**src/rtl/preimage_search_if.sv**
```systemverilog
// -----------------------------------------------------------------------------
// preimage_search_if
//   Request / result handshake bundle for the preimage search engine.
//   The requester side (test controller) uses modport master; the engine
//   uses modport slave.
//
//   Request channel : req_valid, req_ready, target, mask, mode
//   Control         : abort (terminate a running search), busy (sweep active)
//   Result channel  : res_valid, res_ready, res_found, res_input,
//                     res_count, res_aborted
// -----------------------------------------------------------------------------
interface preimage_search_if #(
  parameter int IN_W  = 8,
  parameter int OUT_W = 7
);
  logic              req_valid;
  logic              req_ready;
  logic [OUT_W-1:0]  target;
  logic [OUT_W-1:0]  mask;
  logic              mode;
  logic              abort;
  logic              busy;
  logic              res_valid;
  logic              res_ready;
  logic              res_found;
  logic [IN_W-1:0]   res_input;
  logic [IN_W:0]     res_count;
  logic              res_aborted;

  modport master (
    output req_valid, target, mask, mode, abort, res_ready,
    input  req_ready, busy, res_valid, res_found, res_input, res_count,
           res_aborted
  );

  modport slave (
    input  req_valid, target, mask, mode, abort, res_ready,
    output req_ready, busy, res_valid, res_found, res_input, res_count,
           res_aborted
  );
endinterface

```
**src/rtl/preimage_search.sv**
```systemverilog
// -----------------------------------------------------------------------------
// preimage_search
//   Sweeps every candidate input vector 0 .. 2^IN_W-1 into an external
//   function-under-test and compares the returned response against a masked
//   target. Reports either the first (lowest) matching candidate (mode 0) or
//   the total number of matching candidates (mode 1).
//
//   Ports:
//     clk      sole clock, rising edge
//     rst_n    asynchronous active-low reset
//     ctl      request/result handshake bundle (slave side)
//     cand_o   candidate vector driven to the function-under-test
//     resp_i   response of the function-under-test
//
//   Timing: each candidate is held for RESP_LAT cycles; the response is
//   sampled on the last of those edges (wait counter == 0).
// -----------------------------------------------------------------------------
module preimage_search #(
  parameter int IN_W     = 8,
  parameter int OUT_W    = 7,
  parameter int RESP_LAT = 1
) (
  input  logic              clk,
  input  logic              rst_n,
  preimage_search_if.slave  ctl,
  output logic [IN_W-1:0]   cand_o,
  input  logic [OUT_W-1:0]  resp_i
);

  // Wait counter needs at least one bit even when RESP_LAT == 1.
  localparam int WAIT_W = (RESP_LAT > 1) ? $clog2(RESP_LAT) : 1;
  localparam logic [WAIT_W-1:0] WAIT_RELOAD = WAIT_W'(RESP_LAT - 1);
  localparam logic [IN_W-1:0]   CAND_LAST   = '1;

  typedef enum logic [1:0] {
    ST_IDLE  = 2'd0,
    ST_SWEEP = 2'd1,
    ST_DONE  = 2'd2
  } state_t;

  state_t             state_q;
  logic [IN_W-1:0]    cand_q;
  logic [WAIT_W-1:0]  wait_q;
  logic [OUT_W-1:0]   target_q;
  logic [OUT_W-1:0]   mask_q;
  logic               mode_q;
  logic [IN_W:0]      count_q;
  logic               found_q;
  logic [IN_W-1:0]    input_q;
  logic               aborted_q;
  logic               req_ready_q;
  logic               busy_q;
  logic               res_valid_q;

  // Combinational view of the current sample.
  logic               match_d;
  logic               sample_d;
  logic               last_d;

  assign match_d  = (((resp_i ^ target_q) & mask_q) == '0);
  assign sample_d = (wait_q == '0);
  assign last_d   = (cand_q == CAND_LAST);

  always_ff @(posedge clk or negedge rst_n) begin
    if (!rst_n) begin
      state_q     <= ST_IDLE;
      cand_q      <= '0;
      wait_q      <= '0;
      target_q    <= '0;
      mask_q      <= '0;
      mode_q      <= 1'b0;
      count_q     <= '0;
      found_q     <= 1'b0;
      input_q     <= '0;
      aborted_q   <= 1'b0;
      req_ready_q <= 1'b1;
      busy_q      <= 1'b0;
      res_valid_q <= 1'b0;
    end else begin
      case (state_q)
        ST_IDLE: begin
          if (ctl.req_valid && req_ready_q) begin
            target_q    <= ctl.target;
            mask_q      <= ctl.mask;
            mode_q      <= ctl.mode;
            cand_q      <= '0;
            count_q     <= '0;
            found_q     <= 1'b0;
            input_q     <= '0;
            aborted_q   <= 1'b0;
            wait_q      <= WAIT_RELOAD;
            req_ready_q <= 1'b0;
            busy_q      <= 1'b1;
            state_q     <= ST_SWEEP;
          end
        end

        ST_SWEEP: begin
          if (ctl.abort) begin
            // Abort wins over a coincident sample; that sample is dropped.
            aborted_q   <= 1'b1;
            busy_q      <= 1'b0;
            res_valid_q <= 1'b1;
            state_q     <= ST_DONE;
          end else if (!sample_d) begin
            wait_q <= wait_q - 1'b1;
          end else begin
            if (match_d) begin
              count_q <= count_q + 1'b1;
              found_q <= 1'b1;
              // Only the lowest matching candidate is reported.
              if (!found_q) begin
                input_q <= cand_q;
              end
            end
            if ((match_d && !mode_q) || last_d) begin
              busy_q      <= 1'b0;
              res_valid_q <= 1'b1;
              state_q     <= ST_DONE;
            end else begin
              cand_q <= cand_q + 1'b1;
              wait_q <= WAIT_RELOAD;
            end
          end
        end

        ST_DONE: begin
          // cand_o and all result registers hold until the handshake.
          if (ctl.res_ready) begin
            res_valid_q <= 1'b0;
            req_ready_q <= 1'b1;
            state_q     <= ST_IDLE;
          end
        end

        default: begin
          state_q     <= ST_IDLE;
          busy_q      <= 1'b0;
          res_valid_q <= 1'b0;
          req_ready_q <= 1'b1;
        end
      endcase
    end
  end

  assign cand_o          = cand_q;
  assign ctl.req_ready   = req_ready_q;
  assign ctl.busy        = busy_q;
  assign ctl.res_valid   = res_valid_q;
  assign ctl.res_found   = found_q;
  assign ctl.res_input   = input_q;
  assign ctl.res_count   = count_q;
  assign ctl.res_aborted = aborted_q;

endmodule

```
**src/flat_wrapper.sv**
```systemverilog
// flat-port wrapper written by rule: the top's interface ports become plain ports
module preimage_search_flat 
#(
  parameter int IN_W     = 8,
  parameter int OUT_W    = 7,
  parameter int RESP_LAT = 1
)
  (clk, rst_n, cand_o, resp_i, ctl_req_valid, ctl_target, ctl_mask, ctl_mode, ctl_abort, ctl_res_ready, ctl_req_ready, ctl_busy, ctl_res_valid, ctl_res_found, ctl_res_input, ctl_res_count, ctl_res_aborted);
  preimage_search_if #(.IN_W(IN_W), .OUT_W(OUT_W)) ctl_i ();
  input  logic clk;
  input  logic rst_n;
  output logic [IN_W-1:0] cand_o;
  input  logic [OUT_W-1:0] resp_i;
  input wire logic [$bits(ctl_i.req_valid)-1:0] ctl_req_valid;
  input wire logic [$bits(ctl_i.target)-1:0] ctl_target;
  input wire logic [$bits(ctl_i.mask)-1:0] ctl_mask;
  input wire logic [$bits(ctl_i.mode)-1:0] ctl_mode;
  input wire logic [$bits(ctl_i.abort)-1:0] ctl_abort;
  input wire logic [$bits(ctl_i.res_ready)-1:0] ctl_res_ready;
  output wire logic [$bits(ctl_i.req_ready)-1:0] ctl_req_ready;
  output wire logic [$bits(ctl_i.busy)-1:0] ctl_busy;
  output wire logic [$bits(ctl_i.res_valid)-1:0] ctl_res_valid;
  output wire logic [$bits(ctl_i.res_found)-1:0] ctl_res_found;
  output wire logic [$bits(ctl_i.res_input)-1:0] ctl_res_input;
  output wire logic [$bits(ctl_i.res_count)-1:0] ctl_res_count;
  output wire logic [$bits(ctl_i.res_aborted)-1:0] ctl_res_aborted;
  assign ctl_i.req_valid = ctl_req_valid;
  assign ctl_i.target = ctl_target;
  assign ctl_i.mask = ctl_mask;
  assign ctl_i.mode = ctl_mode;
  assign ctl_i.abort = ctl_abort;
  assign ctl_i.res_ready = ctl_res_ready;
  assign ctl_req_ready = ctl_i.req_ready;
  assign ctl_busy = ctl_i.busy;
  assign ctl_res_valid = ctl_i.res_valid;
  assign ctl_res_found = ctl_i.res_found;
  assign ctl_res_input = ctl_i.res_input;
  assign ctl_res_count = ctl_i.res_count;
  assign ctl_res_aborted = ctl_i.res_aborted;
  preimage_search #(.IN_W(IN_W), .OUT_W(OUT_W), .RESP_LAT(RESP_LAT)) u_core (.clk(clk), .rst_n(rst_n), .ctl(ctl_i), .cand_o(cand_o), .resp_i(resp_i));
endmodule
```
**config.mk**
```make
export PLATFORM = sky130hd
export DESIGN_NAME = preimage_search_flat
export DESIGN_NICKNAME = d
export VERILOG_FILES = /design/src/rtl/preimage_search_if.sv /design/src/rtl/preimage_search.sv /design/src/flat_wrapper.sv
export SDC_FILE = /design/constraint.sdc
export NUM_CORES = 1
export LEC_CHECK = 0
export CORE_AREA = 2 2 74 76
export CTS_BUF_LIST = sky130_fd_sc_hd__clkbuf_8
export DETAILED_ROUTE_END_ITERATION = 6
export DIE_AREA = 0 0 76 78
export PLACE_DENSITY = 0.79
export SYNTH_ARGS = -nofsm -noshare
export SYNTH_HDL_FRONTEND = slang
export SYNTH_SLANG_ARGS = --single-unit
```
**constraint.sdc**
```tcl
create_clock -name clk -period 1.9 [get_ports clk]
set_input_delay 0.38 -clock clk [delete_from_list [all_inputs] [get_ports clk]]
set_output_delay 0.38 -clock clk [all_outputs]
set_load 0.02 [all_outputs]
```
* Yosys cells after proc, flatten, opt, wreduce, memory -nomap -nowiden
Index checks and enable logic that the tools add are counted.
** Storage, ports and cells
- Memories :: 0
- Latch bits :: 0
- Logic and storage cells :: 94
- Flip-flop bits (word level) :: 48
- Memory bits (read-only) :: 0
- Input port bits :: 27
- Bits in writable memories :: 0
** Cells by class
- Bitwise gates (word level) :: 5
- Reduce and logical (&&, ||, !) cells :: 17
- Muxes and demuxes :: 43
- $add $sub $neg :: 3
- Shift-type cells :: 0
- $lt $le $gt $ge :: 0
- Multipliers :: 0
- Equal/unequal tests :: 13
- Divide/modulo/power cells :: 0
** Operators with widths (number)
- $mux 8 :: 8
- $mux 9 :: 4
- $pmux 8 s2 :: 2
- $pmux 9 s2 :: 1
- $mux 1 :: 16
- $ne 2x2->1 const B :: 6
- $reduce_and 4->1 :: 3
- $mux 2 :: 5
- $reduce_and 5->1 :: 2
- $add 9x1->9 const B :: 1
- $pmux 1 s3 :: 3
- $reduce_and 3->1 :: 3
- $add 8x1->8 const B :: 1
- $eq 8x8->1 const B :: 1
- $and 7x7->7 :: 1
- $logic_not 7->1 :: 1
- $xor 7x7->7 :: 1
- $pmux 1 s2 :: 3
- $pmux 2 s3 :: 1
- $reduce_and 6->1 :: 1
- $ne 2x1->1 const B :: 2
- $ne 3x2->1 const B :: 1
- $ne 3x3->1 const B :: 1
- $not 1->1 :: 3
- 9 further kinds :: 10

* Longest topological paths before layout
Gate-level depths: netlist of run 1.
- Depth after elaboration :: 9
- Gate-level depth with buffers :: 8

* Worst setup path before layout of run 1
OpenSTA, ideal clock, no wires.
- Path kind :: flip-flop to flip-flop
- Start :: register u_core.target_q[0]
- End :: register u_core.input_q[7] (netlist: u_core.ctl.res_input[7])
- Arrival time :: 1.934 ns
- Setup slack :: -0.155 ns
- Cell stages (with the launch flop) :: 6
- Clock period less this slack :: 2.055 ns
- Required time :: 1.779 ns
- Cell sequence :: dfrtp_1 > xor2_1 > a222oi_1 > nand3_2 > a211o_1 > a22o_1
** Between the ends
- Word-level cells in the longest chain between the ends :: 5
** RTL lines
- start: declaration :: line preimage_search.sv:44 : logic [OUT_W-1:0] target_q;
- start signal: assignment :: line preimage_search.sv:83 : target_q <= ctl.target;
- $xor 7x7->7 :: line preimage_search.sv:60 : assign match_d = (((resp_i ^ target_q) & mask_q) == '0);
- $and 7x7->7 :: line preimage_search.sv:60
- $logic_not 7->1 :: line preimage_search.sv:60
- $ne 2x1->1 (no source line)
- $reduce_and 6->1 (no source line)
- end signal: assignment :: line preimage_search.sv:113 : input_q <= cand_q;
- end: declaration :: line preimage_search.sv:49 : logic [IN_W-1:0] input_q;
Every way passes these cells.
A chain may end at the register's enable or synchronous reset.

* Final worst setup path of run 1
- Start :: register u_core.target_q[0]
- End :: register u_core.input_q[6] (netlist: u_core.ctl.res_input[6])
Same word-level chain as after synthesis.

==> flow_summary.ini, run 1 <==
[die]
start_util_pct = 45.0
coreArea_um2 = 5040
die_y_um = 78
die_w_um = 76
die_area_um2 = 5930
rows = 26
io_pins = 57

[grt]
gr-total-overflow = 0
grt_max_degree = 27
grt_pass1_wl_um = 9600
first_global_vias = 2056
antenna_found_initial = 0
grt_use_total_pct = 19.9

[timing]
slew_headroom_pct = 66.2
finalSetupViolCount = 9
tightest_slew_ns = 0.507
clock_skew_ns = 0.00916
slew_viol_final = 0
finalCritPeriodShare_pct = 101
final.setup.worst_slack_ns = -0.0223
hold_violations = 0
fin_crit_ns = 1.92
fmax_mhz = 520
rsz0062_at_grt = yes

[finish]
nNetsFinal = 349
post-route-util_pct = 65.7
fill_cells = 410
final_common_cell = nand2_1
area_delta_synth_final_pct = 45.8
drive_above_1_share_pct = 19.0
final_cell_mix = 64 x nand2_1, 52 x clkdlybuf4s50_1, 46 x dfrtp_1
diodes = 0

[placement]
portBuffers = 56
gp_congestion = 0.887
dp_hpwl_um = 4070

[power]
leakage_nw = 1.55
power.total_mw = 1.84
power_density_nw_per_um2 = 557
vdd_drop_max_v = 0.000509

[logic_synthesis]
synth_xor_area_share_pct = 2.70
synth_top_family_by_area = simple AND/OR/NAND/NOR gates
synthAdderAreaFrac_pct = 1.10
synth_cell_types = 47
netlist_instances = 238
synth.net_count = 267
ys_seq_area_share_pct = 51.8
ys_async_sr_fraction_pct = 100
syn_area_um2 = 2270
synth.ff_latch_count = 47
synth.area.mux_share_pct = 3.14
avgSynthCellArea_um2 = 9.54
synth_edf_count = 0
synthSimpleGateAreaFrac_pct = 23.6
synth-compound-area-share_pct = 15.4
synth_ff_type = dfrtp_1
ys_warn_count = 0

[worst_setup_path]
cp.required_ns = 2.09
ff2ff_path_depth = 6
cp_max_fo = 8
cp.arrival_ns = 2.11
crit_type = flip-flop to flip-flop
startpoint = u_core.target_q[0]$_DFFE_PN0P_
endpoint_kind = flip-flop
cp-start-kind = flip-flop
r2r_setup_slack_ns = -0.02
reg2reg_to = u_core.ctl.res_input[6]$_DFFE_PN0P_
r2r_start = u_core.target_q[0]$_DFFE_PN0P_

[detailed_routing]
vias = 2110
first_iter_violations = 174
ant_nets = 0
drc_errors = 0
drt-total-wl_um = 5550
vias_per_cell = 5.40
wl_per_cell_um = 14.2
dr.pass1.iters = 6

[clock_tree]
clock-sinks = 47
cts_tree = built
cts_hold_buf = 0
cts_root_buf = clkbuf_8
cts_made_buffers = 5
cts.clk_slew.worst_paths_ns = 0.09
clk_path_buf_depth = 2
clkLatencyLatePin_ns = 0.30
htree_num_levels = 2

[outcome]
violations = setup timing
run_status = finished, violations left

[job]
drv_cap = 0

[hold_path]
hold_class = input pin to async pin
## synth_stat cells (all sizes together), types with 2 or more instances
master | instances | share of area, %
o211ai | 2 | 0.66
clkbuf | 10 | 1.7
o21ai | 3 | 0.66
nand2b | 6 | 1.7
a22oi | 4 | 1.3
nand4 | 2 | 0.55
nor3 | 9 | 2.2
and3 | 2 | 0.55
a22o | 9 | 3.5
nor2 | 10 | 1.7
o311ai | 5 | 1.9
ha | 2 | 1.1
dfrtp | 46 | 51
xor2 | 7 | 2.7
o21a | 2 | 0.66
or3 | 2 | 0.55
o31ai | 2 | 0.66
a21oi | 5 | 1.1
inv | 3 | 0.50
nand3 | 12 | 2.9
a211oi | 2 | 0.66
mux2i | 6 | 2.6
or2 | 2 | 0.55
nand2 | 65 | 11
## flip-flops by register name, summed over array words and instances, names as in the netlist
register and count:
u_core.ctl.res_input 8, u_core.state_q 2, u_core.cand_o 8, u_core.mode_q 1, u_core.ctl.req_ready 1, u_core.target_q 7
u_core.ctl.res_valid 1, u_core.mask_q 7, u_core.ctl.busy 1, u_core.ctl.res_found 1, u_core.ctl.res_count 9, u_core.ctl.res_aborted 1
## metrics by stage
stage | std cells | worst slack [ns] | instance area, um2 | hold WS [ns] | TNS, ns
2_1_floorplan | 238 | -0.104 | 2270 | 0.0844 | -1.01
3_3_place_gp | 379 | -0.459 | 3080 | 0.380 | -13.07
3_5_place_dp | 379 | -0.518 | 3080 | 0.381 | -13.57
4_1_cts | 390 | -0.0648 | 3260 | 0.0493 | -0.375
5_1_grt | 391 | -0.111 | 3310 | 0.0663 | -1.16
6_report | 391 | -0.0223 | 3310 | 0.0354 | -0.115
## timing repair
| action | in CTS | in global routing |
|---|---|---|
| resized for setup | 17 | 9 |
| setup endpoints to repair | 22 | 26 |
| buffers inserted | 3 | 1 |
| pin swaps | 9 | 15 |
## area by class of cell
class / count / area [um2] / area share (%)
sequential: 47 / 1180 / 35.5
multi-input combinational: 178 / 1130 / 34.2
timing repair buffer: 85 / 786 / 23.7
tap: 70 / 87.6 / 2.64
clock buffer: 6 / 82.6 / 2.49
clock inverter: 2 / 35.0 / 1.06
inverter: 3 / 11.3 / 0.340
## kinds of logic after synthesis
family | after synthesis
xor+xnor | 7
flops | 47
compound gates | 45
mux | 7
fa+ha+maj | 2
simple gates | 117
buf+inv | 13
## where the power goes
group	internal, mW	switching, mW	leakage [nW]
logic	0.0533	0.0329	0.842
clock network	0.426	0.332	0.0612
registers	0.999	0	0.648
## worst max path at each step
stage | end | slack (ns) | depth (start not counted)
3_5_place_dp | u_core.ctl.res_count[5]$_DFFE_PN0P_ | -0.52 | 7
6_report | u_core.ctl.res_input[6]$_DFFE_PN0P_ | -0.02 | 6
4_1_cts | u_core.ctl.res_input[6]$_DFFE_PN0P_ | -0.06 | 6
2_1_floorplan | u_core.ctl.res_input[7]$_DFFE_PN0P_ | -0.10 | 5
5_1_grt | u_core.ctl.res_input[0]$_DFFE_PN0P_ | -0.11 | 6
3_3_place_gp | u_core.ctl.res_input[5]$_DFFE_PN0P_ | -0.46 | 7
## metal layers
layer  share of wire (%)  up-vias  GRT usage, %
met5                   0        -             0
met2                  52       83          34.7
met3                 5.9        9          4.77
met4                 1.1        0          5.82
met1                  41     1008          24.7
li1                    -     1010             -
## worst max-delay path: stages (launching register included)
cell	delay (ns)
dfrtp_1	0.40
xor2_1	0.15
a222oi_1	0.31
buf_4	0.20
nand3_4	0.12
a211o_4	0.41
a22o_1	0.22
Note: power is estimated with default switching activity, not from simulation.
==> inputs of run 2 (changes only) <==
CAP_MARGIN = 10   (was not set)
==> results of run 2 <==
The final DEF is identical to that of run 1; final timing and power are the same.
